<file path="src/rtl/aes_pkg.sv">
// Shared AES datapath types and widths for the SBox sharing logic.
package aes_pkg;

    localparam int unsigned WORD_W  = 32;
    localparam int unsigned BLOCK_W = 128;
    localparam int unsigned STAT_W  = 16;

    typedef enum logic [2:0] {
        IDLE,
        ST_SUB,
        KEY_SUB,
        ST_DONE,
        KEY_DONE
    } sbox_arb_state_t;

endpackage

</file>
<file path="src/rtl/word_shift_reg.sv">
// 128-bit register with parallel load and a left shift by one 32-bit word.
module word_shift_reg
    import aes_pkg::*;
(
    input  logic               clk,
    input  logic               n_rst,
    input  logic               load,
    input  logic [BLOCK_W-1:0] load_data,
    input  logic               shift,
    input  logic [WORD_W-1:0]  shift_in,
    output logic [BLOCK_W-1:0] q
);

    // Load wins over shift; the new word enters at the bottom.
    always_ff @(posedge clk or negedge n_rst) begin
        if (!n_rst) begin
            q <= '0;
        end else if (load) begin
            q <= load_data;
        end else if (shift) begin
            q <= {q[BLOCK_W-WORD_W-1:0], shift_in};
        end
    end

endmodule

</file>
<file path="src/rtl/sbox_share_arbiter.sv">
// Round-robin, non-preemptive sharing of a 4-lane SBox word path between the
// round datapath (SubBytes) and key expansion (SubWord). Optional counters: SBOX_SHARE_STATS_EN.
module sbox_share_arbiter
    import aes_pkg::*;
#(
    parameter int unsigned HDR_W       = 4,
    parameter int unsigned BEATS       = 4,
    parameter bit          RR_INIT_KEY = 1'b1
) (
    input  logic                     clk,
    input  logic                     n_rst,
    input  logic                     st_req_valid,
    output logic                     st_req_ready,
    input  logic [HDR_W+BLOCK_W-1:0] st_data_in,
    output logic                     st_resp_valid,
    input  logic                     st_resp_ready,
    output logic [HDR_W+BLOCK_W-1:0] st_data_out,
    input  logic                     key_req_valid,
    output logic                     key_req_ready,
    input  logic [WORD_W-1:0]        key_word_in,
    output logic                     key_resp_valid,
    input  logic                     key_resp_ready,
    output logic [WORD_W-1:0]        key_word_out,
    output logic [WORD_W-1:0]        sbox_in,
    input  logic [WORD_W-1:0]        sbox_out,
    output logic                     busy
`ifdef SBOX_SHARE_STATS_EN
    ,
    output logic [STAT_W-1:0]        key_wait_cycles,
    output logic [STAT_W-1:0]        st_blocks_done
`endif
);

    localparam int unsigned BEAT_W = (BEATS > 1) ? $clog2(BEATS) : 1;
    localparam int unsigned PAD_W  = BLOCK_W - WORD_W;

    sbox_arb_state_t    state_q, state_d;
    logic [BEAT_W-1:0]  beat_q;
    logic               rr_key_q;
    logic [HDR_W-1:0]   hdr_q;
    logic [BLOCK_W-1:0] op_q, res_q, op_load_data;
    logic               st_elig, key_elig;
    logic               st_grant, key_grant, sub_shift, key_cap, st_done, key_done;

    assign st_elig  = st_req_valid && !st_resp_valid;
    assign key_elig = key_req_valid && !key_resp_valid;

    assign st_req_ready  = st_grant;
    assign key_req_ready = key_grant;

    // Key words ride in the top lane; the zero fill leaves the operand empty once consumed.
    assign op_load_data = st_grant ? st_data_in[BLOCK_W-1:0] : {key_word_in, {PAD_W{1'b0}}};
    assign sbox_in      = op_q[BLOCK_W-1 -: WORD_W];
    assign st_data_out  = {hdr_q, res_q};

    always_ff @(posedge clk or negedge n_rst) begin
        if (!n_rst) begin
            state_q <= IDLE;
        end else begin
            state_q <= state_d;
        end
    end

    always_comb begin
        state_d   = state_q;
        st_grant  = 1'b0;
        key_grant = 1'b0;
        sub_shift = 1'b0;
        key_cap   = 1'b0;
        st_done   = 1'b0;
        key_done  = 1'b0;
        unique case (state_q)
            IDLE: begin
                if (st_elig && (!key_elig || !rr_key_q)) begin
                    st_grant = 1'b1;
                    state_d  = ST_SUB;
                end else if (key_elig) begin
                    key_grant = 1'b1;
                    state_d   = KEY_SUB;
                end
            end
            ST_SUB: begin
                sub_shift = 1'b1;
                if (beat_q == BEAT_W'(BEATS - 1)) begin
                    state_d = ST_DONE;
                end
            end
            KEY_SUB: begin
                key_cap = 1'b1;
                state_d = KEY_DONE;
            end
            ST_DONE: begin
                st_done = 1'b1;
                state_d = IDLE;
            end
            KEY_DONE: begin
                key_done = 1'b1;
                state_d  = IDLE;
            end
            default: state_d = IDLE;
        endcase
    end

    always_ff @(posedge clk or negedge n_rst) begin
        if (!n_rst) begin
            beat_q         <= '0;
            rr_key_q       <= RR_INIT_KEY;
            hdr_q          <= '0;
            key_word_out   <= '0;
            st_resp_valid  <= 1'b0;
            key_resp_valid <= 1'b0;
            busy           <= 1'b0;
        end else begin
            busy <= (state_d != IDLE);
            if (st_grant) begin
                beat_q <= '0;
            end else if (sub_shift) begin
                beat_q <= beat_q + BEAT_W'(1);
            end
            // Pointer always favours the side that was not just served.
            if (st_grant) begin
                rr_key_q <= 1'b1;
            end else if (key_grant) begin
                rr_key_q <= 1'b0;
            end
            if (st_grant) begin
                hdr_q <= st_data_in[BLOCK_W +: HDR_W];
            end
            if (key_cap) begin
                key_word_out <= sbox_out;
            end
            if (st_done) begin
                st_resp_valid <= 1'b1;
            end else if (st_resp_ready) begin
                st_resp_valid <= 1'b0;
            end
            if (key_done) begin
                key_resp_valid <= 1'b1;
            end else if (key_resp_ready) begin
                key_resp_valid <= 1'b0;
            end
        end
    end

    word_shift_reg u_operand (
        .clk      (clk),
        .n_rst    (n_rst),
        .load     (st_grant || key_grant),
        .load_data(op_load_data),
        .shift    (sub_shift || key_cap),
        .shift_in ({WORD_W{1'b0}}),
        .q        (op_q)
    );

    word_shift_reg u_result (
        .clk      (clk),
        .n_rst    (n_rst),
        .load     (1'b0),
        .load_data({BLOCK_W{1'b0}}),
        .shift    (sub_shift),
        .shift_in (sbox_out),
        .q        (res_q)
    );

`ifdef SBOX_SHARE_STATS_EN
    // Saturating activity counters.
    always_ff @(posedge clk or negedge n_rst) begin
        if (!n_rst) begin
            key_wait_cycles <= '0;
            st_blocks_done  <= '0;
        end else begin
            if (key_req_valid && !key_req_ready && (key_wait_cycles != {STAT_W{1'b1}})) begin
                key_wait_cycles <= key_wait_cycles + STAT_W'(1);
            end
            if (st_done && (st_blocks_done != {STAT_W{1'b1}})) begin
                st_blocks_done <= st_blocks_done + STAT_W'(1);
            end
        end
    end
`endif

endmodule

</file>
<file path="config.mk">
export PLATFORM = sky130hd
export DESIGN_NAME = sbox_share_arbiter
export DESIGN_NICKNAME = d
export VERILOG_FILES = /design/src/rtl/aes_pkg.sv /design/src/rtl/word_shift_reg.sv /design/src/rtl/sbox_share_arbiter.sv
export SDC_FILE = /design/constraint.sdc
export NUM_CORES = 1
export LEC_CHECK = 0
export ABC_AREA = 1
export CAP_MARGIN = 15
export CELL_PAD_IN_SITES_DETAIL_PLACEMENT = 0
export CELL_PAD_IN_SITES_GLOBAL_PLACEMENT = 1
export CORE_MARGIN = 2
export CORE_UTILIZATION = 35
export CTS_CLUSTER_SIZE = 30
export DETAILED_ROUTE_END_ITERATION = 6
export MAX_ROUTING_LAYER = met4
export PLACE_DENSITY_LB_ADDON = 0.1
export REMOVE_ABC_BUFFERS = 1
export SLEW_MARGIN = 20
export SYNTH_ARGS = -nofsm -noshare
export SYNTH_HDL_FRONTEND = slang
export SYNTH_HIERARCHICAL = 1
export SYNTH_SLANG_ARGS = --single-unit
</file>
<file path="constraint.sdc">
create_clock -name clk -period 2.7 [get_ports clk]
set_clock_uncertainty 0.2 [all_clocks]
set_input_delay 0.54 -clock clk [delete_from_list [all_inputs] [get_ports clk]]
set_output_delay 0.54 -clock clk [all_outputs]
set_load 0.05 [all_outputs]
</file>
==> metrics.cfg, run 1 <==
[detailed_routing]
routed_via_density = 4.603
wl_met2_um = 21660
route.layer.met1.wl_um = 20750
drtAntennaViolNets = 0
wl_met3_um = 2589
drc = 0
first_iter_violations = 1084
wl_per_cell_um = 15.47
wirelength_um = 45970
first_pass_iters = 4
topRoutingLayerUsed = met4
via_count = 13680

[global_route]
grt_pass1_wl_um = 74420
antenna_found_initial = 2
grt_remaining_overflow = 0
grt_pass1_vias = 13170
grt_max_degree = 130
grt.total_usage_pct = 21.93

[sta]
holdWs_ps = 267.7
min_period_over_period_pct = 95.82
fmax_mhz = 386.5
final_max_slew_viol_count = 0
rsz0062_at_grt = no
relSlewSlack_pct = 40.62
hold_viol = 0
tightest_slew_ps = 888.6
layout_min_cycle_time_ps = 2587
finalSetupViolCount = 0

[synth]
yosysSeqAreaShare_pct = 52.04
ys_types = 18
avgSynthCellArea_um2 = 7.592
synth_area_um2 = 14480
ys_ff_latch = 301
yosys_warnings = 6
netlist_instances = 1907

[clock_network]
clock_latency_ps = 550
tritoncts = done
cts_root_buffer = clkbuf_16
clk_path_buf_depth = 3
numClockSinks = 301
cts_buffers = 37
cts.clk_slew.worst_paths_ps = 60
htreeDepth = 2

[floorplan]
die_height_um = 207.4
core_area_um2 = 40830
rows = 74
ios = 403
initial_core_util_pct = 35.46
die-width_um = 207.4
die_area_um2 = 43010

[power]
ir_worst_vdd_uv = 1126
powerDensity_nw_per_um2 = 1316
intPower_mw = 14.09
p_switching_mw = 13.33
p_clk_share_pct = 19.2
p_seq_share_pct = 27.0
total_power_mw = 27.42
switching_share_pct = 48.62
p_leak_nw = 10.04
power_frac_comb_pct = 53.8

[finish]
n_fill_cell = 4044
regArea_um2 = 7533
final_core_util_pct = 51.05
multiInputGateArea_um2 = 6420
fin_nets = 2612
drive_gt1_share_pct = 4.596
syn_to_final_growth_pct = 43.97

[worst_setup_path]
cp_num_buf_inv = 4
cpPeakStageDelay_ps = 450
cp_data_arrival_time_ps = 1850
start_kind = input pin
crit_chain = clkdlybuf4s50_1 -> inv_1 -> nor2_1 -> nand2_1 -> nor2_4 -> buf_4 -> buf_12
crit_family = buffers and inverters
path_class = input pin to output port
crit_fanout = 20
cp-end-kind = output port
worst_ep_required_time_ps = 1960
slowest_stage = clkdlybuf4s50_1

[worst_hold_path]
min_path_type = flop to flop

[place]
hpwl_um = 29210
port_buffers = 402
gp_congestion = 0.7816

[job]
timing.max_cap.violations = 0

[status]
outcome = finished clean

==> cell usage after synthesis, drive strengths merged <==
library cell,number,area [um2]
dfstp,1,26.28
nand3,516,2582
nand2,728,2733
dfrtp,300,7507
ha,1,12.51
xor2,1,8.760
conb,1,3.750
a21oi,1,5.000
buf,126,721.9
nor2,106,400.4
clkbuf,10,37.54
o21ai,3,15.01
inv,113,424.2
==> routing by layer <==
layer,track usage (%),vias to the layer above
li1,-,6914
met4,5.517,0
met5,-,-
met3,4.508,55
met1,29.39,6348
met2,34.05,358
==> kinds of logic (layout without fill, tap and decap cells) <==
logic type,count (synthesis),after routing,share of synthesized area (%)
other,1,166,0.02590
AO/OA/AOI/OAI,4,4,0.1382
adder cells (fa/ha/maj),1,1,0.08641
buffers and inverters,249,616,8.176
XOR/XNOR,1,1,0.06051
flip-flops,301,301,52.04
AND/OR/NAND/NOR,1350,1350,39.48
==> layout make-up <==
type | count | share of cell area (%)
diodes | 2 | 0.02401
inverters | 113 | 2.071
clock buffers | 52 | 5.348
clock inverters | 15 | 0.8584
multi-input cells | 1520 | 30.80
well taps | 532 | 3.193
flip-flops and latches | 301 | 36.14
repair buffers | 436 | 21.56
==> cell usage in the layout (no fill, tap or decap), drive strengths merged <==
cell type      count
nand3            516
clkdlybuf4s50    399
diode              2
clkbuf            52
xor2               1
nor2             106
dfstp              1
nand2            728
clkinv            10
dlygate4sd3        1
inv              114
a21oi              1
bufinv             4
conb             164
ha                 1
dfrtp            300
o21ai              3
buf               36
==> worst register-to-register path: cells and delay by family, from the launching register on <==
family | cells | cell delay, ps
simple gates | 4 | 1090
flops | 1 | 360
buf+inv | 4 | 710
==> final timing paths <==
path                                            from                          to  slack, ps  cells after the start
max in group asynchronous                      n_rst  u_result/q[41]$_DFFE_PN0P_       1160                      4
worst max register to register  state_q[1]$_DFF_PN0_  u_result/q[12]$_DFFE_PN0P_        280                      8
min in group asynchronous                      n_rst  u_result/q[63]$_DFFE_PN0P_        310                      2
worst min-delay path            rr_key_q$_DFFE_PN1P_        rr_key_q$_DFFE_PN1P_        270                      2
worst min register to register  rr_key_q$_DFFE_PN1P_        rr_key_q$_DFFE_PN1P_        270                      2
worst max-delay path                    st_req_valid                st_req_ready        110                      7
==> repair_timing <==
action                                  in CTS  in global routing
hold buffers                                 1                  0
endpoints found under the setup margin       1                  2
hold endpoints to repair                    34                  0
gates resized for setup                      1                  2
setup buffers                                0                  1
pin swaps                                    0                  0
==> per-stage QoR <==
step           TNS [ps]  area [um2]  worst slack (ps)  std cells
6_report              0       20840             112.9       2971
2_1_floorplan  -1348200       14330             -6779       1934
3_5_place_dp     -18220       19520            -208.7       2900
5_1_grt               0       20840             2.415       2971
4_1_cts               0       20830            0.2618       2968
3_3_place_gp     -18500       19520            -214.7       2900
==> power by group through the flow <==
stage | combinational (mW) | sequential [mW] | clock (mW)
6_report | 14.8 | 7.40 | 5.26
5_1_grt | 15.9 | 7.63 | 5.61
4_1_cts | 14.9 | 7.41 | 5.42
3_5_place_dp | 14.9 | 7.47 | 0
3_3_place_gp | 14.7 | 7.42 | 0
2_1_floorplan | 4.55 | 11.4 | 0
==> state kept, by name (all words and copies together) (netlist names) <==
signal and count:
rr_key_q 1, key_word_out 32, key_resp_valid 1, hdr_q 4
u_operand/q 128, beat_q 2, state_q 3, u_result/q 128
busy 1, st_resp_valid 1
No activity file was read; power rests on OpenSTA's default activity.
==> run 2, diff against run 1 <==
--- a/config.mk
+++ b/config.mk
@@ -6,7 +6,7 @@
 export NUM_CORES = 1
 export LEC_CHECK = 0
 export ABC_AREA = 1
-export CAP_MARGIN = 15
+export CAP_MARGIN = 30
 export CELL_PAD_IN_SITES_DETAIL_PLACEMENT = 0
 export CELL_PAD_IN_SITES_GLOBAL_PLACEMENT = 1
 export CORE_MARGIN = 2
==> results of run 2 <==
The final DEF is identical to that of run 1; final timing and power are the same.
==> run 3, diff against run 2 <==
--- a/config.mk
+++ b/config.mk
@@ -10,7 +10,7 @@
 export CELL_PAD_IN_SITES_DETAIL_PLACEMENT = 0
 export CELL_PAD_IN_SITES_GLOBAL_PLACEMENT = 1
 export CORE_MARGIN = 2
-export CORE_UTILIZATION = 35
+export CORE_UTILIZATION = 34
 export CTS_CLUSTER_SIZE = 30
 export DETAILED_ROUTE_END_ITERATION = 6
 export MAX_ROUTING_LAYER = met4
@@ -19,5 +19,4 @@
 export SLEW_MARGIN = 20
 export SYNTH_ARGS = -nofsm -noshare
 export SYNTH_HDL_FRONTEND = slang
-export SYNTH_HIERARCHICAL = 1
 export SYNTH_SLANG_ARGS = --single-unit
==> run 3 against run 2 <==
Compared with the run above: sequential share of layout area up 3.3 points; utilization shrank 1.9 points; flip-flop and latch count did not move; via count shrank 15%; fmax hardly changed; synthesized cell count is 12% lower; combinational power up 3%; first-iteration DRC count is 31% lower; total power up 0.85%; clock power shrank 9.5%; highest routed layer unchanged; largest power group unchanged.
==> metrics.cfg, run 3 <==
[synth]
ys_top_cells_by_count = 894 x nand2_1, 300 x dfrtp_1, 107 x nand3_1, 101 x inv_1, 73 x o21ai_0
ys_types = 24
netlist_instances = 1687
ys.flop_type = dfrtp_1
yosys_warnings = 0
synth_area_leaders = dfrtp_1 56%, nand2_1 25%, nand3_1 4.0%
synth-async-reset-ratio_pct = 100.0
avgSynthCellArea_um2 = 7.969
synth_edf_count = 0
synth_top_area_share_pct = 55.84
ys_ff_latch = 301
synth_area_um2 = 13440
yosys.area.top_type = dfrtp_1
yosysSeqAreaShare_pct = 56.04
yosysMostFrequentCell = nand2_1

[worst_setup_path]
crit_family = buffers and inverters
path_class = flop to output port
regToRegStartpoint = rr_key_q$_DFFE_PN1N_
ff2ff_path_depth = 7
slowest_stage = clkdlybuf4s50_1
cp_num_buf_inv = 1
crit_fanout = 3
cpPeakStageDelay_ps = 900
cp_data_arrival_time_ps = 1850
start_kind = flop
crit_cells = 1
crit_chain = clkdlybuf4s50_1
cp-end-kind = output port
rr_endpoint = u_operand.q[97]$_DFFE_PN0P_
rrSetupSlack_ps = 620
worst_ep_required_time_ps = 1960

[floorplan]
die-width_um = 202.9
die_height_um = 202.9
rows = 72
die_area_um2 = 41150
ios = 403
core_area_um2 = 38830
initial_core_util_pct = 34.63

[sta]
rsz0062_at_grt = no
final_max_slew_viol_count = 0
finalSetupViolCount = 0
tightest_slew_ps = 700.2
holdWs_ps = 260.4
layout_min_cycle_time_ps = 2589
setup_ws_ps = 111.0
min_period_over_period_pct = 95.89
fmax_mhz = 386.2
relSlewSlack_pct = 53.32
hold_viol = 0

[global_route]
antenna_found_initial = 4
grt_max_degree = 162
grt_pass1_wl_um = 65310
grt.total_usage_pct = 20.62
grt_remaining_overflow = 0
grt_pass1_vias = 11580

[detailed_routing]
routed_via_density = 4.523
wl_per_cell_um = 16.07
wirelength_um = 41430
drc = 0
drtAntennaViolNets = 0
first_iter_violations = 750
via_count = 11660
first_pass_iters = 4

[clock_network]
cts.clk_slew.worst_paths_ps = 60
htreeDepth = 2
cts_root_buffer = clkbuf_16
clk_path_buf_depth = 3
tritoncts = done
cts_buffers = 36
numClockSinks = 301
clock_latency_ps = 530
cts_setup_buffers = 0

[power]
p_leak_nw = 9.769
powerDensity_nw_per_um2 = 1448
p_clk_share_pct = 17.2
p_seq_share_pct = 27.8
intPower_mw = 14.09
power_frac_comb_pct = 55.0
switching_share_pct = 49.04
p_switching_mw = 13.56
ir_worst_vdd_uv = 1154

[worst_hold_path]
min_path_type = flop to flop
whs_path_depth = 2
min_from = u_operand.q[94]$_DFFE_PN0P_
hold_path_end = u_operand.q[94]$_DFFE_PN0P_

[finish]
final_common_cell = nand2_1
drive_gt1_share_pct = 5.156
largestRegisters = u_operand.q (128), u_result.q (128), key_word_out (32)
fin_nets = 2233
layout_common_cells = 893 x nand2_1, 399 x clkdlybuf4s50_1, 300 x dfrtp_1, 106 x nand3_1, 101 x inv_1
syn_to_final_growth_pct = 42.07
final_core_util_pct = 49.19
finalNonFillerCells = 2578

[place]
dp_cells = 2509
hpwl_um = 27220
port_buffers = 402
gp_congestion = 0.7877
pre_cts_ws_ps = 123.6

[job]
timing.max_cap.violations = 0

[status]
outcome = finished clean

## run 3: power groups by stage
stage          combinational (mW)  sequential, mW  clock, mW
6_report                     15.2            7.70       4.76
5_1_grt                      16.6            7.96       5.10
4_1_cts                      15.4            7.71       4.91
3_5_place_dp                 15.4            7.75          0
3_3_place_gp                 15.3            7.70          0
2_1_floorplan                4.77            12.1          0
## run 3: final cells by class
type	instances	area, um2
diodes	4	10.01
fillers	3797	19730
multi-input cells	1151	4870
repair buffers	435	4474
well taps	518	648.1
clock buffers	55	1114
inverters	105	397.9
flip-flops and latches	301	7533
clock inverters	9	52.55
## run 3: stage by stage
| stage | total power [mW] | cell area (um2) | TNS, ps |
|---|---|---|---|
| 2_1_floorplan | 16.88 | 12780 | -682530 |
| 3_3_place_gp | 23.00 | 17910 | 0 |
| 3_5_place_dp | 23.12 | 17910 | 0 |
| 4_1_cts | 28.05 | 19090 | 0 |
| 5_1_grt | 29.62 | 19100 | 0 |
| 6_report | 27.66 | 19100 | 0 |
## run 3: logic make-up after synthesis
group | share of synthesized area (%)
AO/OA/AOI/OAI | 3.229
XOR/XNOR | 0.06516
adder cells (fa/ha/maj) | 0.09305
buffers and inverters | 7.892
flip-flops | 56.04
AND/OR/NAND/NOR | 32.68
## run 3: metal layers
layer | share of wire [%] | global-route usage (%) | vias to the layer above
met5 | 0 | - | -
met4 | 1.5 | 4.197 | 0
met3 | 9.6 | 7.705 | 46
met2 | 45 | 30.97 | 325
met1 | 44 | 26.72 | 5455
li1 | - | - | 5834
## run 3: worst max path at each step
stage	startpoint	end	slack, ps
after CTS	state_q[1]$_DFF_PN0_	key_req_ready	10
after detailed placement	st_req_valid	u_operand.q[76]$_DFFE_PN0P_	120
after global placement	st_req_valid	u_operand.q[69]$_DFFE_PN0P_	150
after global routing	state_q[1]$_DFF_PN0_	key_req_ready	6
final	u_result.q[41]$_DFFE_PN0P_	st_data_out[41]	110
after floorplan	key_resp_valid$_DFFE_PN0P_	u_operand.q[100]$_DFFE_PN0P_	-3340
## run 3: what timing repair did
item	CTS	global route
resized for setup	0	1
endpoints found under the setup margin	0	1
hold buffers	1	0
endpoints found under the hold margin	44	0
